**src/rtl/uart_pkg.sv**
```systemverilog
// Shared constants and receiver state encoding for the UART RX word path.
package uart_pkg;

  localparam int unsigned CLK_FREQ     = 50_000_000;
  localparam int unsigned BAUD         = 9600;
  localparam int unsigned BAUD_CNT_MAX = CLK_FREQ / BAUD;

  typedef enum logic [1:0] {
    IDLE,
    START,
    DATA,
    STOP
  } rx_state_t;

endpackage

```
**src/rtl/uart_rx.sv**
```systemverilog
// 8N1 receiver: input synchronizer, mid-bit sampling FSM and baud counter.
// Produces a one-cycle byte_done on a good stop bit, frame_err on a bad one.
module uart_rx #(
  parameter int unsigned BAUD_CNT_MAX = uart_pkg::BAUD_CNT_MAX
) (
  input  logic       clk,
  input  logic       rst_n,
  input  logic       rx,
  output logic [7:0] byte_data,
  output logic       byte_done,
  output logic       frame_err
);
  import uart_pkg::*;

  localparam int unsigned CNT_W = (BAUD_CNT_MAX > 1) ? $clog2(BAUD_CNT_MAX) : 1;
  localparam logic [CNT_W-1:0] CNT_LAST = CNT_W'(BAUD_CNT_MAX - 1);
  localparam logic [CNT_W-1:0] CNT_MID  = CNT_W'(BAUD_CNT_MAX / 2 - 1);

  logic             rx_s1;
  logic             rx_s2;
  logic             rx_d;
  rx_state_t        state;
  rx_state_t        state_next;
  logic [CNT_W-1:0] baud_cnt;
  logic [2:0]       bit_idx;
  logic [7:0]       shreg;
  logic             mid_tick;
  logic             start_edge;

  assign mid_tick   = (baud_cnt == CNT_MID);
  assign start_edge = rx_d & ~rx_s2;
  assign byte_data  = shreg;

  always_ff @(posedge clk) begin
    if (!rst_n) begin
      state <= IDLE;
    end else begin
      state <= state_next;
    end
  end

  always_comb begin
    state_next = state;
    unique case (state)
      IDLE:  if (start_edge) state_next = START;
      // A line that is high again at mid-start was only a glitch.
      START: if (mid_tick) state_next = rx_s2 ? IDLE : DATA;
      DATA:  if (mid_tick && (bit_idx == 3'd7)) state_next = STOP;
      STOP:  if (mid_tick) state_next = IDLE;
      default: state_next = IDLE;
    endcase
  end

  always_ff @(posedge clk) begin
    if (!rst_n) begin
      rx_s1     <= 1'b1;
      rx_s2     <= 1'b1;
      rx_d      <= 1'b1;
      baud_cnt  <= '0;
      bit_idx   <= '0;
      shreg     <= '0;
      byte_done <= 1'b0;
      frame_err <= 1'b0;
    end else begin
      rx_s1 <= rx;
      rx_s2 <= rx_s1;
      rx_d  <= rx_s2;

      byte_done <= (state == STOP) && mid_tick && rx_s2;
      frame_err <= (state == STOP) && mid_tick && !rx_s2;

      // Held at zero in IDLE so it starts from 0 on entry to START.
      if (state == IDLE) begin
        baud_cnt <= '0;
      end else if (baud_cnt == CNT_LAST) begin
        baud_cnt <= '0;
      end else begin
        baud_cnt <= baud_cnt + 1'b1;
      end

      if (state == START) begin
        bit_idx <= '0;
      end else if ((state == DATA) && mid_tick) begin
        shreg   <= {rx_s2, shreg[7:1]};
        bit_idx <= bit_idx + 3'd1;
      end
    end
  end

endmodule

```
**src/rtl/uart_rx_word_packer.sv**
```systemverilog
// Packs received UART byte pairs (first byte low) into 16-bit FIFO writes,
// with flush of an odd byte and a sticky overflow flag for dropped words.
module uart_rx_word_packer #(
  parameter int unsigned CLK_FREQ     = uart_pkg::CLK_FREQ,
  parameter int unsigned BAUD         = uart_pkg::BAUD,
  parameter int unsigned BAUD_CNT_MAX = CLK_FREQ / BAUD
) (
  input  logic        clk,
  input  logic        rst_n,
  input  logic        rx,
  input  logic        wr_full,
  input  logic        flush,
  output logic [15:0] word_data,
  output logic        word_valid,
  output logic        frame_err,
  output logic        ovf
);
  import uart_pkg::*;

  logic [7:0] byte_data;
  logic       byte_done;
  logic       half;
  logic [7:0] lo_byte;

  uart_rx #(
    .BAUD_CNT_MAX(BAUD_CNT_MAX)
  ) u_rx (
    .clk      (clk),
    .rst_n    (rst_n),
    .rx       (rx),
    .byte_data(byte_data),
    .byte_done(byte_done),
    .frame_err(frame_err)
  );

  // byte_done takes priority; a coincident flush is ignored.
  always_ff @(posedge clk) begin
    if (!rst_n) begin
      half       <= 1'b0;
      lo_byte    <= '0;
      word_data  <= '0;
      word_valid <= 1'b0;
      ovf        <= 1'b0;
    end else begin
      word_valid <= 1'b0;
      if (byte_done) begin
        if (!half) begin
          lo_byte <= byte_data;
          half    <= 1'b1;
        end else begin
          half <= 1'b0;
          if (!wr_full) begin
            word_data  <= {byte_data, lo_byte};
            word_valid <= 1'b1;
          end else begin
            ovf <= 1'b1;
          end
        end
      end else if (flush && half) begin
        half <= 1'b0;
        if (!wr_full) begin
          word_data  <= {8'h00, lo_byte};
          word_valid <= 1'b1;
        end else begin
          ovf <= 1'b1;
        end
      end
    end
  end

endmodule

```
**config.mk**
```make
export PLATFORM = sky130hd
export DESIGN_NAME = uart_rx_word_packer
export DESIGN_NICKNAME = d
export VERILOG_FILES = /design/src/rtl/uart_pkg.sv /design/src/rtl/uart_rx.sv /design/src/rtl/uart_rx_word_packer.sv
export SDC_FILE = /design/constraint.sdc
export NUM_CORES = 1
export LEC_CHECK = 0
export ABC_AREA = 1
export CAP_MARGIN = 30
export CORE_ASPECT_RATIO = 0.9
export CORE_UTILIZATION = 41
export CTS_CLUSTER_DIAMETER = 30
export DETAILED_ROUTE_END_ITERATION = 10
export MAX_ROUTING_LAYER = met4
export SYNTH_ARGS = -nofsm -noshare
export SYNTH_HDL_FRONTEND = slang
export SYNTH_HIERARCHICAL = 1
export SYNTH_SLANG_ARGS = --single-unit
```
**constraint.sdc**
```tcl
create_clock -name clk -period 1.65 [get_ports clk]
set_input_delay 0.165 -clock clk [delete_from_list [all_inputs] [get_ports clk]]
set_output_delay 0.165 -clock clk [all_outputs]
set_load 0.005 [all_outputs]
```
* After elaboration in Yosys (flattened, before gate mapping)
Index checks and enable logic that the tools add are counted.
Cells by class: add/subtract/negate cells 2, equal/unequal tests 11, mux-type cells 22, bitwise logic cells 6, reductions and logical operators 16
Operators with widths (number):
- $mux W16 | 5
- $add A13 B1 Y13 const B | 1
- $eq A13 B12 Y1 const B | 1
- $eq A13 B13 Y1 const B | 1
- $mux W1 | 11
- $mux W2 | 5
- $ne A2 B1 Y1 const B | 4
- $pmux W2 S4 | 1
- $logic_and A1 B1 Y1 | 6
- $reduce_and A2 Y1 | 3
- $not A1 Y1 | 5
- $eq A2 B2 Y1 const B | 2
- $reduce_and A4 Y1 | 1
- $add A3 B1 Y3 const B | 1
- $eq A3 B3 Y1 const B | 1
- $reduce_and A3 Y1 | 1
- $reduce_or A3 Y1 | 1
- $eq A2 B1 Y1 const B | 1
- $logic_not A2 Y1 | 1
- $ne A2 B2 Y1 const B | 1
- $reduce_bool A2 Y1 | 1
- $reduce_or A2 Y1 | 1
- $and A1 B1 Y1 | 1
- $logic_not A1 Y1 | 1
Word-level totals: register bits after elaboration 58, input port bits 5, output and inout port bits 19, logic and storage cells 71

* Longest topological paths before layout
Gate-level depths: netlist of run 1.
depth after elaboration 4, gate-level depth with buffers 10, depth with buffers taken out 9

* Cells and area by module
The synthesis of run 1 kept the hierarchy.
By module, submodules not included:
- uart_rx | times used 1, cells each 225, area an instance 1526.5 µm², sequential area each 620.6 µm²
- uart_rx_word_packer | times used 1, cells each 168, area an instance 1183.6 µm², sequential area each 540.5 µm²

* Worst setup path before layout of run 1
OpenSTA, ideal clock, no wires.
kind register -> register, from register u_rx.baud_cnt[0], to register with a tool-made name, setup time 0.114 ns, arrival time 1.176 ns, required time 1.536 ns, path slack 0.360 ns, cell stages (with the launch flop) 10, buffers on the path 1, period minus slack after synthesis 1.290 ns, cell sequence dfxtp_1 ha_1 inv_2 nor2_2 nand2_2 nor2_4 buf_4 nand3_1 nand3_1 nand2_1
RTL lines:
- start, declared | RTL line uart_rx.sv:24 | logic [CNT_W-1:0] baud_cnt;
- start signal, assigned | RTL line uart_rx.sv:78 | baud_cnt <= baud_cnt + 1'b1;

==> results of run 1 <==
## state kept, by name, summed over array words and instances (netlist names), named ones only
register	count
u_rx/byte_data	8
u_rx/state	1
u_rx/byte_done	1
u_rx/rx_s2	1
lo_byte	8
word_valid	1
ovf	1
half	1
u_rx/bit_idx	3
u_rx/rx_s1	1
u_rx/frame_err	1
u_rx/rx_d	1
word_data	16
u_rx/baud_cnt	13
## how the worst min path moves through the flow
stage | startpoint | end | slack [ps] | cells after the start
detailed placement | u_rx/rx_s1 | u_rx/rx_s2 | 400 | 1
CTS | rx | u_rx/rx_s1 | 370 | 2
floorplan | rx | u_rx/rx_s1 | 270 | 1
global placement | u_rx/rx_s1 | u_rx/rx_s2 | 400 | 1
global route | rx | u_rx/rx_s1 | 380 | 2
finish | rx | u_rx/rx_s1 | 390 | 2
## synthesized netlist by cell type (all sizes together)
cell type / instances / area (µm²)
a21oi: 16 / 80.1
buf: 13 / 92.6
dfxtp: 58 / 1160
ha: 3 / 37.5
inv: 74 / 280
nand2: 95 / 398
nand3: 13 / 82.6
nand3b: 2 / 15.0
nand4: 21 / 131
nor2: 76 / 298
nor3: 7 / 45.0
o21ai: 10 / 50.1
or2: 2 / 12.5
xor2: 3 / 26.3
## cell families after synthesis
logic type | count (synthesis)
flops | 58
simple gates | 216
buf+inv | 87
fa+ha+maj | 3
xor+xnor | 3
compound gates | 26
## cells in the final DEF, fill, tap and decap left out, drive strengths merged, types with 7 or more instances in the layout
cell type | synthesis | final
nand2 | 95 | 95
buf | 13 | 7
o21ai | 10 | 10
nor2 | 76 | 76
nor3 | 7 | 7
nand3 | 13 | 13
clkbuf | 0 | 9
inv | 74 | 74
nand4 | 21 | 21
dfxtp | 58 | 58
clkdlybuf4s50 | 0 | 23
a21oi | 16 | 16
## routing by layer
layer / vias to the layer above / share of wire (%) / track usage [%] / wire length, µm
li1: 1256 / - / - / -
met1: 978 / 51 / 20.4 / 2560
met2: 41 / 44 / 25.3 / 2210
met3: 7 / 4.4 / 5.93 / 223
met4: 0 / 1.1 / 7.87 / 56
met5: - / 0 / - / 0
## layout make-up
type | count | area [µm²]
sequential | 58 | 1160
tap | 87 | 109
clock inverter | 7 | 93.8
inverter | 74 | 280
timing repair buffer | 30 | 283
fill | 648 | 3020
multi-input combinational | 248 | 1180
clock buffer | 9 | 124
## where the power goes
group / total (mW) / switching [mW] / leakage, nW / internal (mW)
clock: 1.44 / 0.595 / 0.105 / 0.846
sequential: 1.41 / 0.00343 / 0.468 / 1.40
combinational: 0.0689 / 0.0422 / 0.808 / 0.0267
total: 2.92 / 0.640 / 1.38 / 2.28
==> flow_metrics.tcl, run 1 <==
set metrics [dict create \
    tritoncts.num_buffers 9 \
    regToRegStartpoint "u_rx/baud_cnt[0]" \
    period_needed_ps 1440 \
    finish.instance_area_um2 3230 \
    worst_setup_hold_path_clk_slew_ps 70 \
    dpl-instance-area_um2 3010 \
    r2r_cells 9 \
    die_x_um 87.7 \
    mappedNetlistNets 401 \
    setup.worst_path.start_class "flip-flop" \
    gp_routability_congestion 0.828 \
    grt_setup_unrepaired "no" \
    ctsHoldBuffers 0 \
    timing.critical_path.slowest_stage_cell "sky130_fd_sc_hd__dfxtp_1" \
    worst_ep_required_time_ps 1880 \
    hpwlAfterDp_mm 3.46 \
    critPathKind "flip-flop to flip-flop" \
    worstPathMaxFanout 5 \
    numClockSinks 58 \
    vias_per_inst 4.45 \
    drt_first_pass_iters 4 \
    total_global_routing_overflow 0 \
    yosysWarningCount 6 \
    critical_path.most_common_cell "sky130_fd_sc_hd__nand3_1" \
    start_util_pct 43.4 \
    final_hold_vios 0 \
    path_depth 9 \
    number_of_nets_in_the_layout 429 \
    maxClockFrequency_mhz 695 \
    dp_slack_ps 138 \
    tns_ps 0 \
    antenna_cells 0 \
    critPathTopFamily "simple AND/OR/NAND/NOR gates" \
    count_of_buffers_inserted_at_the_top_level_ports 23 \
    die-area_um2 6940 \
    vias_in_the_first_global_route 2076 \
    worst_slew_pin_slew_ps 372 \
    synthCells 393 \
    grt_antenna_before_repair 0 \
    timing.clock.skew_ps 7.08 \
    worstPathArrival_ps 1670 \
    clkLatencyLatePin_ps 340 \
    run_status "finished clean" \
    drt_drc_violations_left 0 \
    final_core_occ_pct 51.8 \
    crit_path_cell_trace "ha_1 > inv_2 > nor2_2 > nand2_2 > nor2_4 > buf_4 > nand3_1 > nand3_1 > nand2_1" \
    worstHoldPathType "input port to flip-flop" \
    reg2reg_setup_slack_ps 210 \
    synth_area_um2 2710 \
    h-tree-depth 3 \
    wl_per_cell_um 9.85 \
    report.final.setup_viol 0 \
    first_iter_violations 124 \
    cts_post_setup_buffers_inserted 0 \
    ctsResizeCount 0 \
    synth-compound-area-share_pct 4.80 \
    cap_viol_max_count 0 \
    timing.hold.ws_ps 390 \
    syn_avg_cell_area_um2 6.90 \
    p_leak_nw 1.38 \
    drv_slew 0 \
    cts_root_buffer "sky130_fd_sc_hd__clkbuf_8" \
    synthSimpleGateAreaFrac_pct 36.2 \
    max-clock-path-buffers 2 \
    tritoncts_clock_tree "done" \
    critical_path.startpoint "u_rx/baud_cnt[0]" \
    critPathCaptureType "flip-flop" \
    global_route_wire_length_before_repair_mm 8.80 \
    layout_cells_excl_fill 513 \
    synth-seq-cells 58 \
    layout_setup_ws_ps 212 \
    finalCritPeriodShare_pct 87.2 \
    yosysSeqAreaShare_pct 42.8 \
    design.core.area_um2 6250 \
    fp.dieH_um 79.1 \
    vias 2282 \
    synth.distinct_cells 27 \
    peakVddDrop_v 0.000739 \
    pwr_density_cell_nw_per_um2 902 \
    arithmetic_cell_share_of_the_synthesized_area_counting_full_adders_half_adders_and_majority_gates_pct 1.39 \
    placementRows 27 \
    layout-drive-gt1-share_pct 11.5 \
    grt_util_all_layers_pct 16.9 \
    route.final.wire_length_mm 5.05 \
    synth_xor_xnor_area_share_pct 0.970 \
    max_slew_margin_pct 75.1 \
    yosys-mux-area-fraction_pct 0 \
    timing.critical_path.slowest_cell_delay_ps 360 \
    timing.critical_path.buf_inv 2 \
    synth_top_family_by_area "simple AND/OR/NAND/NOR gates" \
    dp.cells 497 \
    ios 24 \
    pin_count_of_the_biggest_net_entering_global_routing 37 \
    syn2layout_area_growth_pct 19.3 \
    finalPower_mw 2.92 \
    antenna_violating_nets_post_route 0 \
]
Note: power is estimated with default switching activity, not from simulation.
==> inputs of run 2 (changes only) <==
- CORE_UTILIZATION: 41 -> 57
- PLACE_DENSITY: not set -> 0.79
==> flow_metrics.tcl, run 2 (synthesis results as in run 1) <==
set metrics [dict create \
    run_status "finished clean" \
    global_route_wire_length_before_repair_mm 8.21 \
    die-area_um2 5030 \
    timing.critical_path.to "u_rx/frame_err" \
    drv_slew 0 \
    tritoncts.num_buffers 9 \
    p_sw_share_pct 20.3 \
    crit-reg2reg-capture "u_rx/frame_err" \
    route.top_layer_used "met4" \
    cap_viol_max_count 0 \
    peakVddDrop_v 0.000808 \
    power.share.sequential_pct 51.2 \
    numClockSinks 58 \
    worst_setup_hold_path_clk_slew_ps 60 \
    worstHoldPathType "input port to flip-flop" \
    p_leak_nw 1.36 \
    maxClockFrequency_mhz 685 \
    count_of_buffers_inserted_at_the_top_level_ports 23 \
    tritoncts_clock_tree "done" \
    vias_per_inst 4.72 \
    reg2reg_setup_slack_ps 190 \
    syn2layout_area_growth_pct 16.7 \
    finalCritPeriodShare_pct 88.5 \
    critPathKind "flip-flop to flip-flop" \
    total_global_routing_overflow 0 \
    finish.instance_area_um2 3160 \
    period_needed_ps 1460 \
    worstPathMaxFanout 5 \
    wl_met1_mm 2.28 \
    met2_wirelength_mm 2.27 \
    max_slew_margin_pct 71.4 \
    dpl-instance-area_um2 2960 \
    design.core.area_um2 4520 \
    ios 24 \
    route.final.wire_length_mm 4.80 \
    report.final.setup_viol 0 \
    max-clock-path-buffers 2 \
    critical_path.startpoint "u_rx/baud_cnt[0]" \
    final_hold_vios 0 \
    drt_drc_violations_left 0 \
    pin_count_of_the_biggest_net_entering_global_routing 37 \
    vias 2285 \
    ctsHoldBuffers 0 \
    grt_setup_unrepaired "no" \
    placementRows 23 \
    tns_ps 0 \
    share_clk_of_total_power_pct 46.4 \
    gp_routability_congestion 0.914 \
    final_core_occ_pct 70.0 \
    layout-drive-gt1-share_pct 10.4 \
    clkLatencyLatePin_ps 340 \
    fp.dieH_um 67.4 \
    internal_power_mw 2.19 \
    power.switching_mw 0.560 \
    largest_register_ffs 16 \
    critPathCaptureType "flip-flop" \
    timing.clock.skew_ps 7.18 \
    worst_ep_required_time_ps 1920 \
    vias_in_the_first_global_route 1946 \
    h-tree-depth 3 \
    antenna_violating_nets_post_route 0 \
    first_iter_violations 181 \
    worst_slew_pin_slew_ps 428 \
    max_flop_register "word_data" \
    r2r_cells 7 \
    antenna_cells 0 \
    final_cell_mix "sky130_fd_sc_hd__nand2_1 (84), sky130_fd_sc_hd__nor2_1 (73), sky130_fd_sc_hd__inv_1 (68), sky130_fd_sc_hd__dfxtp_1 (58), sky130_fd_sc_hd__clkdlybuf4s50_1 (23)" \
    grt_antenna_before_repair 0 \
    drt_first_pass_iters 5 \
    grt_util_all_layers_pct 22.7 \
    wl_per_cell_um 9.92 \
    regToRegStartpoint "u_rx/baud_cnt[0]" \
    layout_cells_excl_fill 484 \
    dp.cells 470 \
    wl_met3_um 194 \
    most_common_library_cell_in_the_layout_ignoring_fill_and_taps "sky130_fd_sc_hd__nand2_1" \
    die_x_um 74.7 \
    pwr_density_cell_nw_per_um2 870 \
    cts_root_buffer "sky130_fd_sc_hd__clkbuf_8" \
    hpwlAfterDp_mm 3.35 \
    top_regs "word_data: 16 flops, u_rx/baud_cnt: 13 flops" \
    start_util_pct 60.0 \
    number_of_nets_in_the_layout 427 \
    combinationalPowerShare_pct 2.4 \
    worstPathArrival_ps 1730 \
    setup.worst_path.start_class "flip-flop" \
]
-- run 2: power by group through the flow --
stage	Sequential (mW)	Combinational, mW	Clock (mW)
after global routing	1.41	0.0758	1.38
after floorplan	1.44	0.0466	0
final	1.41	0.0666	1.28
after CTS	1.41	0.0671	1.31
after global placement	1.44	0.0663	0
after detailed placement	1.44	0.0668	0
-- run 2: metal layers --
metal  vias up  global-route usage, %
li1       1249                      -
met1       997                   25.9
met2        35                   35.8
met3         4                   8.66
met4         0                   9.20
met5         -                      -
-- run 2: repair_timing --
action | in CTS | in global routing
setup endpoints to repair | 0 | 6
setup buffers | 0 | 0
gates resized for setup | 0 | 1
-- run 2: stage by stage --
| step | setup WS, ps | hold WS, ps | power [mW] |
|---|---|---|---|
| floorplan | 360 | 272 | 1.49 |
| global placement | 186 | 398 | 1.51 |
| detailed placement | 148 | 406 | 1.51 |
| CTS | 108 | 398 | 2.79 |
| global route | 36.9 | 398 | 2.86 |
| finish | 190 | 405 | 2.75 |
-- run 2: how the worst min path moves through the flow --
stage | to | start | cells past startpoint
2_1_floorplan | u_rx/rx_s1 | rx | 1
3_3_place_gp | u_rx/rx_s2 | u_rx/rx_s1 | 1
3_5_place_dp | u_rx/rx_s2 | u_rx/rx_s1 | 1
4_1_cts | u_rx/rx_s1 | rx | 2
5_1_grt | u_rx/rx_s1 | rx | 2
6_report | u_rx/rx_s1 | rx | 2
-- run 2: cell type report --
type,count,area [µm²]
well taps,62,77.6
clock inverters,2,37.5
repair buffers,28,268
fillers,392,1360
multi-input cells,248,1180
inverters,74,280
clock buffers,12,155
flip-flops and latches,58,1160
-- run 2: worst max-delay path, cell delays in order, from the launching register on --
cell and delay, ps:
sky130_fd_sc_hd__dfxtp_1 350, sky130_fd_sc_hd__ha_1 230, sky130_fd_sc_hd__inv_2 50, sky130_fd_sc_hd__nor2_2 100, sky130_fd_sc_hd__nand2_2 90, sky130_fd_sc_hd__nor2_1 270, sky130_fd_sc_hd__nand4_1 170, sky130_fd_sc_hd__nor2_1 130
